$ cat config.mk
export PLATFORM = sky130hd
export DESIGN_NAME = mips_controller_flat
export DESIGN_NICKNAME = d
export VERILOG_FILES = /design/src/rtl/mips_pkg.sv /design/src/rtl/mips_controller_if.sv /design/src/rtl/mips_controller_alu_decoder.sv /design/src/rtl/mips_controller.sv /design/src/flat_wrapper.sv
export SDC_FILE = /design/constraint.sdc
export NUM_CORES = 1
export LEC_CHECK = 0
export CAP_MARGIN = 20
export CORE_MARGIN = 4
export CORE_UTILIZATION = 38
export DETAILED_ROUTE_END_ITERATION = 10
export PLACE_DENSITY = 0.78
export SLEW_MARGIN = 20
export SYNTH_ARGS = -nofsm -noshare
export SYNTH_HDL_FRONTEND = slang
export SYNTH_HIERARCHICAL = 1
export SYNTH_SLANG_ARGS = --single-unit
$ cat constraint.sdc
create_clock -name clk -period 2.4 [get_ports clk]
set_input_delay 0.48 -clock clk [delete_from_list [all_inputs] [get_ports clk]]
set_output_delay 0.48 -clock clk [all_outputs]
set_load 0.01 [all_outputs]
$ cat src/rtl/mips_pkg.sv
// Shared encodings for the multicycle MIPS control unit: FSM states,
// opcode/funct constants and datapath mux select encodings.
package mips_pkg;

  typedef enum logic [3:0] {
    FETCH1  = 4'd0,
    FETCH2  = 4'd1,
    FETCH3  = 4'd2,
    FETCH4  = 4'd3,
    DECODE  = 4'd4,
    MEMADR  = 4'd5,
    LBRD    = 4'd6,
    LBWR    = 4'd7,
    SBWR    = 4'd8,
    RTYPEEX = 4'd9,
    RTYPEWR = 4'd10,
    BEQEX   = 4'd11,
    JEX     = 4'd12,
    ADDIEX  = 4'd13,
    ADDIWR  = 4'd14
  } state_t;

  localparam logic [5:0] OP_LB    = 6'b100000;
  localparam logic [5:0] OP_SB    = 6'b101000;
  localparam logic [5:0] OP_RTYPE = 6'b000000;
  localparam logic [5:0] OP_BEQ   = 6'b000100;
  localparam logic [5:0] OP_J     = 6'b000010;
  localparam logic [5:0] OP_ADDI  = 6'b001000;

  localparam logic [5:0] FUNCT_ADD = 6'b100000;
  localparam logic [5:0] FUNCT_SUB = 6'b100010;
  localparam logic [5:0] FUNCT_AND = 6'b100100;
  localparam logic [5:0] FUNCT_OR  = 6'b100101;
  localparam logic [5:0] FUNCT_SLT = 6'b101010;

  localparam logic [2:0] ALUC_ADD = 3'b010;
  localparam logic [2:0] ALUC_SUB = 3'b110;
  localparam logic [2:0] ALUC_AND = 3'b000;
  localparam logic [2:0] ALUC_OR  = 3'b001;
  localparam logic [2:0] ALUC_SLT = 3'b111;

  typedef enum logic [1:0] {
    PCSRC_ALU    = 2'b00,
    PCSRC_ALUOUT = 2'b01,
    PCSRC_JUMP   = 2'b10
  } pcsrc_t;

  typedef enum logic [1:0] {
    SRCB_REG   = 2'b00,
    SRCB_ONE   = 2'b01,
    SRCB_IMM   = 2'b10,
    SRCB_IMMSH = 2'b11
  } alusrcb_t;

  typedef enum logic [1:0] {
    ALUOP_ADD   = 2'b00,
    ALUOP_SUB   = 2'b01,
    ALUOP_FUNCT = 2'b10
  } aluop_t;

endpackage

$ cat src/rtl/mips_controller_if.sv
// Control bundle between the FSM (master) and the 8-bit datapath (slave).
interface mips_controller_if;
  logic [5:0] op;
  logic [5:0] funct;
  logic       zero;
  logic       memread;
  logic       memwrite;
  logic       alusrca;
  logic       memtoreg;
  logic       iord;
  logic       regwrite;
  logic       regdst;
  logic       pcen;
  logic [3:0] irwrite;
  logic [1:0] pcsource;
  logic [1:0] alusrcb;
  logic [2:0] alucont;

  modport master (
    input  op, funct, zero,
    output memread, memwrite, alusrca, memtoreg, iord, regwrite, regdst,
           pcen, irwrite, pcsource, alusrcb, alucont
  );

  modport slave (
    output op, funct, zero,
    input  memread, memwrite, alusrca, memtoreg, iord, regwrite, regdst,
           pcen, irwrite, pcsource, alusrcb, alucont
  );
endinterface

$ cat src/rtl/mips_controller_alu_decoder.sv
// Maps the FSM's aluop plus the R-type funct field to the ALU control code.
module alu_decoder
  import mips_pkg::*;
(
  input  aluop_t     aluop,
  input  logic [5:0] funct,
  output logic [2:0] alucont
);

  always_comb begin
    alucont = ALUC_ADD;
    case (aluop)
      ALUOP_ADD: alucont = ALUC_ADD;
      ALUOP_SUB: alucont = ALUC_SUB;
      ALUOP_FUNCT: begin
        case (funct)
          FUNCT_ADD: alucont = ALUC_ADD;
          FUNCT_SUB: alucont = ALUC_SUB;
          FUNCT_AND: alucont = ALUC_AND;
          FUNCT_OR:  alucont = ALUC_OR;
          FUNCT_SLT: alucont = ALUC_SLT;
          default:   alucont = ALUC_ADD;
        endcase
      end
      default: alucont = ALUC_ADD;
    endcase
  end

endmodule

$ cat src/rtl/mips_controller.sv
// Multicycle Moore control FSM: byte-wise fetch, decode, and execute for
// LB/SB/RTYPE/BEQ/J/ADDI, driving all datapath enables and selects.
module mips_controller
  import mips_pkg::*;
(
  input  logic               clk,
  input  logic               reset_n,
  mips_controller_if.master  ctl
);

  state_t   state, next_state;
  logic     pcwrite, branch;
  aluop_t   aluop;
  pcsrc_t   pcsource;
  alusrcb_t alusrcb;
  logic [2:0] alucont;

  always_ff @(posedge clk or negedge reset_n) begin
    if (!reset_n) state <= FETCH1;
    else          state <= next_state;
  end

  always_comb begin
    next_state   = FETCH1;
    ctl.memread  = 1'b0;
    ctl.memwrite = 1'b0;
    ctl.alusrca  = 1'b0;
    ctl.memtoreg = 1'b0;
    ctl.iord     = 1'b0;
    ctl.regwrite = 1'b0;
    ctl.regdst   = 1'b0;
    ctl.irwrite  = '0;
    pcwrite      = 1'b0;
    branch       = 1'b0;
    pcsource     = PCSRC_ALU;
    alusrcb      = SRCB_REG;
    aluop        = ALUOP_ADD;
    case (state)
      FETCH1, FETCH2, FETCH3, FETCH4: begin
        ctl.memread = 1'b1;
        alusrcb     = SRCB_ONE;
        pcwrite     = 1'b1;
        // Low two state bits select the instruction-register byte lane.
        ctl.irwrite = 4'b0001 << state[1:0];
        next_state  = (state == FETCH4) ? DECODE : state_t'(state + 4'd1);
      end
      DECODE: begin
        alusrcb = SRCB_IMMSH;
        case (ctl.op)
          OP_LB, OP_SB: next_state = MEMADR;
          OP_RTYPE:     next_state = RTYPEEX;
          OP_BEQ:       next_state = BEQEX;
          OP_J:         next_state = JEX;
          OP_ADDI:      next_state = ADDIEX;
          default:      next_state = FETCH1;
        endcase
      end
      MEMADR: begin
        ctl.alusrca = 1'b1;
        alusrcb     = SRCB_IMM;
        next_state  = (ctl.op == OP_LB) ? LBRD : SBWR;
      end
      LBRD: begin
        ctl.memread = 1'b1;
        ctl.iord    = 1'b1;
        next_state  = LBWR;
      end
      LBWR: begin
        ctl.regwrite = 1'b1;
        ctl.memtoreg = 1'b1;
      end
      SBWR: begin
        ctl.memwrite = 1'b1;
        ctl.iord     = 1'b1;
      end
      RTYPEEX: begin
        ctl.alusrca = 1'b1;
        aluop       = ALUOP_FUNCT;
        next_state  = RTYPEWR;
      end
      RTYPEWR: begin
        ctl.regdst   = 1'b1;
        ctl.regwrite = 1'b1;
      end
      BEQEX: begin
        ctl.alusrca = 1'b1;
        aluop       = ALUOP_SUB;
        branch      = 1'b1;
        pcsource    = PCSRC_ALUOUT;
      end
      JEX: begin
        pcwrite  = 1'b1;
        pcsource = PCSRC_JUMP;
      end
      ADDIEX: begin
        ctl.alusrca = 1'b1;
        alusrcb     = SRCB_IMM;
        next_state  = ADDIWR;
      end
      ADDIWR: ctl.regwrite = 1'b1;
      default: next_state = FETCH1;
    endcase
  end

  alu_decoder u_alu_decoder (
    .aluop   (aluop),
    .funct   (ctl.funct),
    .alucont (alucont)
  );

  assign ctl.alucont  = alucont;
  assign ctl.pcsource = pcsource;
  assign ctl.alusrcb  = alusrcb;
  assign ctl.pcen     = pcwrite | (branch & ctl.zero);

endmodule

$ cat src/flat_wrapper.sv
// flat-port wrapper written by rule: the top's interface ports become plain ports
module mips_controller_flat import mips_pkg::*;
  (clk, reset_n, ctl_op, ctl_funct, ctl_zero, ctl_memread, ctl_memwrite, ctl_alusrca, ctl_memtoreg, ctl_iord, ctl_regwrite, ctl_regdst, ctl_pcen, ctl_irwrite, ctl_pcsource, ctl_alusrcb, ctl_alucont);
  mips_controller_if ctl_i ();
  input  logic clk;
  input  logic reset_n;
  input wire logic [$bits(ctl_i.op)-1:0] ctl_op;
  input wire logic [$bits(ctl_i.funct)-1:0] ctl_funct;
  input wire logic [$bits(ctl_i.zero)-1:0] ctl_zero;
  output wire logic [$bits(ctl_i.memread)-1:0] ctl_memread;
  output wire logic [$bits(ctl_i.memwrite)-1:0] ctl_memwrite;
  output wire logic [$bits(ctl_i.alusrca)-1:0] ctl_alusrca;
  output wire logic [$bits(ctl_i.memtoreg)-1:0] ctl_memtoreg;
  output wire logic [$bits(ctl_i.iord)-1:0] ctl_iord;
  output wire logic [$bits(ctl_i.regwrite)-1:0] ctl_regwrite;
  output wire logic [$bits(ctl_i.regdst)-1:0] ctl_regdst;
  output wire logic [$bits(ctl_i.pcen)-1:0] ctl_pcen;
  output wire logic [$bits(ctl_i.irwrite)-1:0] ctl_irwrite;
  output wire logic [$bits(ctl_i.pcsource)-1:0] ctl_pcsource;
  output wire logic [$bits(ctl_i.alusrcb)-1:0] ctl_alusrcb;
  output wire logic [$bits(ctl_i.alucont)-1:0] ctl_alucont;
  assign ctl_i.op = ctl_op;
  assign ctl_i.funct = ctl_funct;
  assign ctl_i.zero = ctl_zero;
  assign ctl_memread = ctl_i.memread;
  assign ctl_memwrite = ctl_i.memwrite;
  assign ctl_alusrca = ctl_i.alusrca;
  assign ctl_memtoreg = ctl_i.memtoreg;
  assign ctl_iord = ctl_i.iord;
  assign ctl_regwrite = ctl_i.regwrite;
  assign ctl_regdst = ctl_i.regdst;
  assign ctl_pcen = ctl_i.pcen;
  assign ctl_irwrite = ctl_i.irwrite;
  assign ctl_pcsource = ctl_i.pcsource;
  assign ctl_alusrcb = ctl_i.alusrcb;
  assign ctl_alucont = ctl_i.alucont;
  mips_controller u_core (.clk(clk), .reset_n(reset_n), .ctl(ctl_i));
endmodule
-- Word level (Yosys, flattened, before mapping)
Cells that the tools add are included.
- input bits: 15
- logic and storage cells: 59
- output and inout bits: 19
- bits in registers: 4
- reductions and logical operators: 10
- bitwise gates (word level): 2
- mux-type cells: 19
- eq/ne operators: 25
- shift operators: 1
- $add $sub $neg: 1
- operator list (operator ; number):
    $eq 6x6->1 const B ; 6
    $eq 4x4->1 const B ; 7
    $pmux 4 s6 ; 1
    $pmux 4 s5 ; 1
    $eq 4x3->1 const B ; 4
    $mux 4 ; 3
    $pmux 3 s4 ; 1
    $reduce_or 5->1 ; 2
    $mux 1 ; 9
    $eq 4x2->1 const B ; 2
    $pmux 2 s2 ; 2
    $reduce_or 4->1 ; 2
    $eq 6x2->1 const B ; 1
    $eq 6x3->1 const B ; 1
    $eq 6x4->1 const B ; 1
    $logic_not 6->1 ; 1
    $pmux 2 s3 ; 1
    $pmux 3 s2 ; 1
    $reduce_or 2->1 ; 3
    $add 4x1->4 const B ; 1
    $eq 4x1->1 const B ; 1
    $logic_not 4->1 ; 1
    $shl 1x2->4 const A ; 1
    $reduce_or 3->1 ; 1
    4 further kinds ; 4

-- Longest topological paths before layout
Gate-level depths: netlist (run 1).
- depth in word-level cells: 4
- gate-level depth with buffers: 7
- depth with buffers taken out: 7

-- By module
Netlist (run 1), hierarchy kept.
- modules (own cells, without submodules) (module ; sequential area each (um^2) ; area each (um^2) ; cells an instance ; instances):
    mips_controller ; 100.1 ; 515.5 ; 67 ; 1
    alu_decoder ; 0.0 ; 118.9 ; 15 ; 1

-- Worst setup path before layout (run 1)
No wires, ideal clock.
- path kind: reg-to-output
- from: register u_core.state[3]
- to: output ctl_alucont[2]
- arrival time: 1.729 ns
- stages on the path, launching flop included: 8
- path slack: 0.191 ns
- required time: 1.920 ns
- path buffers: 1
- cell sequence: dfrtp_1 > buf_2 > nor2b_1 > and2_1 > inv_1 > ha_1 > nand4bb_1 > o22ai_1
- cells in the longest elaborated chain, start to end: 4
- elaborated cells between the ends (all ways): 6
- those cells by class: eq/ne (4); mux (2)
- RTL lines (what ; line ; RTL):
    from (decl) ; mips_controller.sv:11 ; state_t state, next_state;
    from (signal assigned) ; mips_controller.sv:20 ; else state <= next_state;
    $eq 4x4->1 ; mips_controller.sv:38 ; case (state)
    $pmux 2 s2 (*) ; mips_controller.sv:38 ;
    named net u_core.aluop[0] ; mips_controller.sv:13 ; aluop_t aluop;
    $eq 2x2->1 / $eq 2x1->1 (equally long branches) ; mips_controller_alu_decoder.sv:12 ; case (aluop)
    $pmux 3 s2 (*) ; mips_controller_alu_decoder.sv:12 ;
    to (decl) ; flat_wrapper.sv:21 ; output wire logic [$bits(ctl_i.alucont)-1:0] ctl_alucont;
Mark *: on every way through the listed nets, which the timed path passes. The rest lies on a longest branch.

-- Worst setup path after layout (run 1)
- from: register u_core.state[0]
- to: output ctl_alusrcb[0]
- cells in the longest elaborated chain, start to end: 3
- elaborated cells between the ends (all ways): 10
- those cells by class: eq/ne (6); mux (1); reduce/logical (3)
- RTL lines (what ; line ; RTL):
    $eq 4x1->1 (tied with other cells) ; mips_controller.sv:38 ;
    $reduce_or 4->1 / $reduce_or 2->1 (equally long branches) ; n/a ;
    $pmux 2 s3 (*) ; mips_controller.sv:38 ;
    to (decl) ; flat_wrapper.sv:20 ; output wire logic [$bits(ctl_i.alusrcb)-1:0] ctl_alusrcb;
Every way passes the cells marked *; elsewhere a longest branch is shown, timed or not.

==> results of run 1 <==
[cells by family (layout without fill, tap and decap cells)]
family | after synthesis | count (layout) | share of synthesized area
buffers and inverters | 10 | 59 | 0.0631
adder cells (fa/ha/maj) | 6 | 6 | 0.118
AND/OR/NAND/NOR | 43 | 43 | 0.440
AO/OA/AOI/OAI | 18 | 18 | 0.203
multiplexers | 1 | 1 | 0.0178
flip-flops | 4 | 4 | 0.158
[cell usage after synthesis, types with 2 or more instances]
cell type | count | share of area
and2_1 | 9 | 0.089
inv_1 | 8 | 0.047
nand2_1 | 7 | 0.041
ha_1 | 6 | 0.12
dfrtp_1 | 4 | 0.16
nor2_1 | 4 | 0.024
a21oi_1 | 3 | 0.024
a31oi_1 | 3 | 0.030
nor2b_1 | 3 | 0.030
nor3_1 | 3 | 0.024
nand2b_1 | 2 | 0.020
nand4_1 | 2 | 0.020
nand4bb_1 | 2 | 0.036
o2111ai_1 | 2 | 0.028
o211ai_1 | 2 | 0.024
[cell type report]
type / instances / area [um^2] / share of cell area
multi-input combinational: 68 / 504 / 0.461
tap: 16 / 20.0 / 0.0183
sequential: 4 / 100 / 0.0914
inverter: 8 / 30.0 / 0.0274
timing repair buffer: 48 / 418 / 0.382
clock buffer: 3 / 22.5 / 0.0206
[worst max-delay path: cells and delay by family (launching register included)]
kind	cells	cell delay, ns
DFF	1	0.41
buffers and inverters	2	0.28
and+or+nand+nor	3	0.68
adders and majority gates	1	0.22
[per-stage QoR]
stage          setup slack (ns)   TNS, ns  cell area (um^2)  instances
6_report                  0.106         0              1090        147
5_1_grt                -0.00977  -0.00977              1090        147
4_1_cts                 -0.0229   -0.0229              1110        147
3_5_place_dp             -0.121    -0.288              1080        143
3_3_place_gp            -0.0537    -0.108              1080        143
2_1_floorplan             0.191         0               634         82
[per-layer routing]
metal	track usage	vias to the layer above
met5	0	-
met3	0.00612	2
met1	0.182	354
met4	0.0673	0
met2	0.276	24
li1	-	398
[timing repair]
item	in CTS	in global routing
endpoints found under the hold margin	0	0
setup buffers	1	0
resized for setup	17	9
hold buffers	0	0
pin swaps	1	1
gates cloned	0	0
endpoints found under the setup margin	6	7
[power breakdown]
| part | total [W] | internal (W) | switching (W) |
|---|---|---|---|
| registers | 0.000121 | 0.0000976 | 0.0000238 |
| logic | 0.000855 | 0.000448 | 0.000407 |
| clock network | 0.0000791 | 0.0000556 | 0.0000235 |
[worst paths after layout]
path	start	to	slack, ns	cells past startpoint
max	u_core/state[0]$_DFF_PN0_	ctl_alusrcb[0]	0.11	6
max reg2reg	u_core/state[0]$_DFF_PN0_	u_core/state[0]$_DFF_PN0_	0.59	7
min	reset_n	u_core/state[0]$_DFF_PN0_	0.45	1
min reg2reg	u_core/state[0]$_DFF_PN0_	u_core/state[0]$_DFF_PN0_	0.57	1
max in group asynchronous	reset_n	u_core/state[2]$_DFF_PN0_	1.79	1
min in group clk	u_core/state[0]$_DFF_PN0_	u_core/state[0]$_DFF_PN0_	0.57	1
==> impl_metrics.env, run 1 <==
export IMPL_status="complete, no violations"
export IMPL_grt_pass1_wl_um=3050
export IMPL_seq_area_frac_synth=0.158
export IMPL_viasPerCell=5.29
export IMPL_grtUsageTotal=0.152
export IMPL_holdWs_ns=0.449
export IMPL_slew_headroom=0.664
export IMPL_leakage_nw=0.524
export IMPL_antenna_found_initial=0
export IMPL_top_regs="u_core/state x4"
export IMPL_final_common_cell="clkdlybuf4s50_1"
export IMPL_postSynthAreaPerCell_um2=7.74
export IMPL_wl_per_cell_um=12.6
export IMPL_clock_path_buffers=2
export IMPL_cts_htree_levels=1
export IMPL_start_kind="flop"
export IMPL_synthArstFlopShare=1.00
export IMPL_fin_crit_sh=0.956
export IMPL_utilization=0.710
export IMPL_grt_overflow_total=0
export IMPL_drtIter0Drc=8
export IMPL_slew_viol_final=0
export IMPL_fill_cells=128
export IMPL_synth_ff_type="dfrtp_1"
export IMPL_ir_drop_v=0.000735
export IMPL_finalSetupViolCount=0
export IMPL_cts_made_buffers=3
export IMPL_worstPathMaxFanout=4
export IMPL_arrival_ns=1.81
export IMPL_synth_seq_cells=4
export IMPL_dieArea_mm2=0.00239
export IMPL_required_ns=1.92
export IMPL_vias=778
export IMPL_clock_fmax_mhz=436
export IMPL_grt_max_degree=11
export IMPL_clock_skew_final_ns=0.000985
export IMPL_ys_warn_count=6
export IMPL_clk_latency_ns=0.23
export IMPL_dr_pass1_iters=4
export IMPL_wl_met3_um=74
export IMPL_drt_met1_wl_um=835
export IMPL_critical_path_max_stage_delay_ns=0.54
export IMPL_rows=14
export IMPL_ant_nets=0
export IMPL_hold_class="primary input to asynchronous set/reset pin"
export IMPL_grt_pass1_vias=720
export IMPL_area_growth_syn_to_layout_pct=72.6
export IMPL_min_period_ns=2.29
export IMPL_dpl_hpwl_um=1580
export IMPL_drive_above_1_share=0.252
export IMPL_synth_area_um2=634
export IMPL_start_util=0.412
export IMPL_final_nets=154
export IMPL_io_pins=34
export IMPL_die_h_um=48.9
export IMPL_power_per_cell_area_mw_per_mm2=964
export IMPL_die_w_um=48.9
export IMPL_clock_sinks=4
export IMPL_power_total_w=0.00106
export IMPL_num_antenna_cells=0
export IMPL_crit_slowest_cell="or4_4"
export IMPL_core_mm2=0.00154
export IMPL_syn_num_nets=103
export IMPL_drt_wl_total_um=1860
export IMPL_regMostFlops="u_core/state"
export IMPL_max_cap_viol_count=0
export IMPL_rsz0062_at_grt="true"
export IMPL_port_buffers=33
export IMPL_syn_inst=82
export IMPL_drc=0
export IMPL_crit_chain="ha_1, buf_4, or4_4, nand2_4, nand2_1, buf_2"
export IMPL_gp_congestion=0.932
export IMPL_wl_met2_um=934
export IMPL_layout_common_cells="clkdlybuf4s50_1, buf_4, and2_1"
export IMPL_clockRootBuffer="clkbuf_4"
export IMPL_final_hold_viol_count=0
export IMPL_path_class="flop to primary output"
export IMPL_cts_tree="done"
export IMPL_synth_cell_types=37
export IMPL_synth_edff_count=0
export IMPL_end_kind="primary output"
export IMPL_clk_pin_slew_ns=0.03
export IMPL_routed_top_layer="met4"
export IMPL_largest_reg_flops=4
export IMPL_tightestPinTransition_ns=0.500
Note: power is estimated with default switching activity, not from simulation.
==> run 2, diff against run 1 <==
CAP_MARGIN = not set   (was 20)
HOLD_SLACK_MARGIN = 0.05   (was not set)
==> results of run 2 <==
Final layout, timing and power as in run 1 (identical DEF).
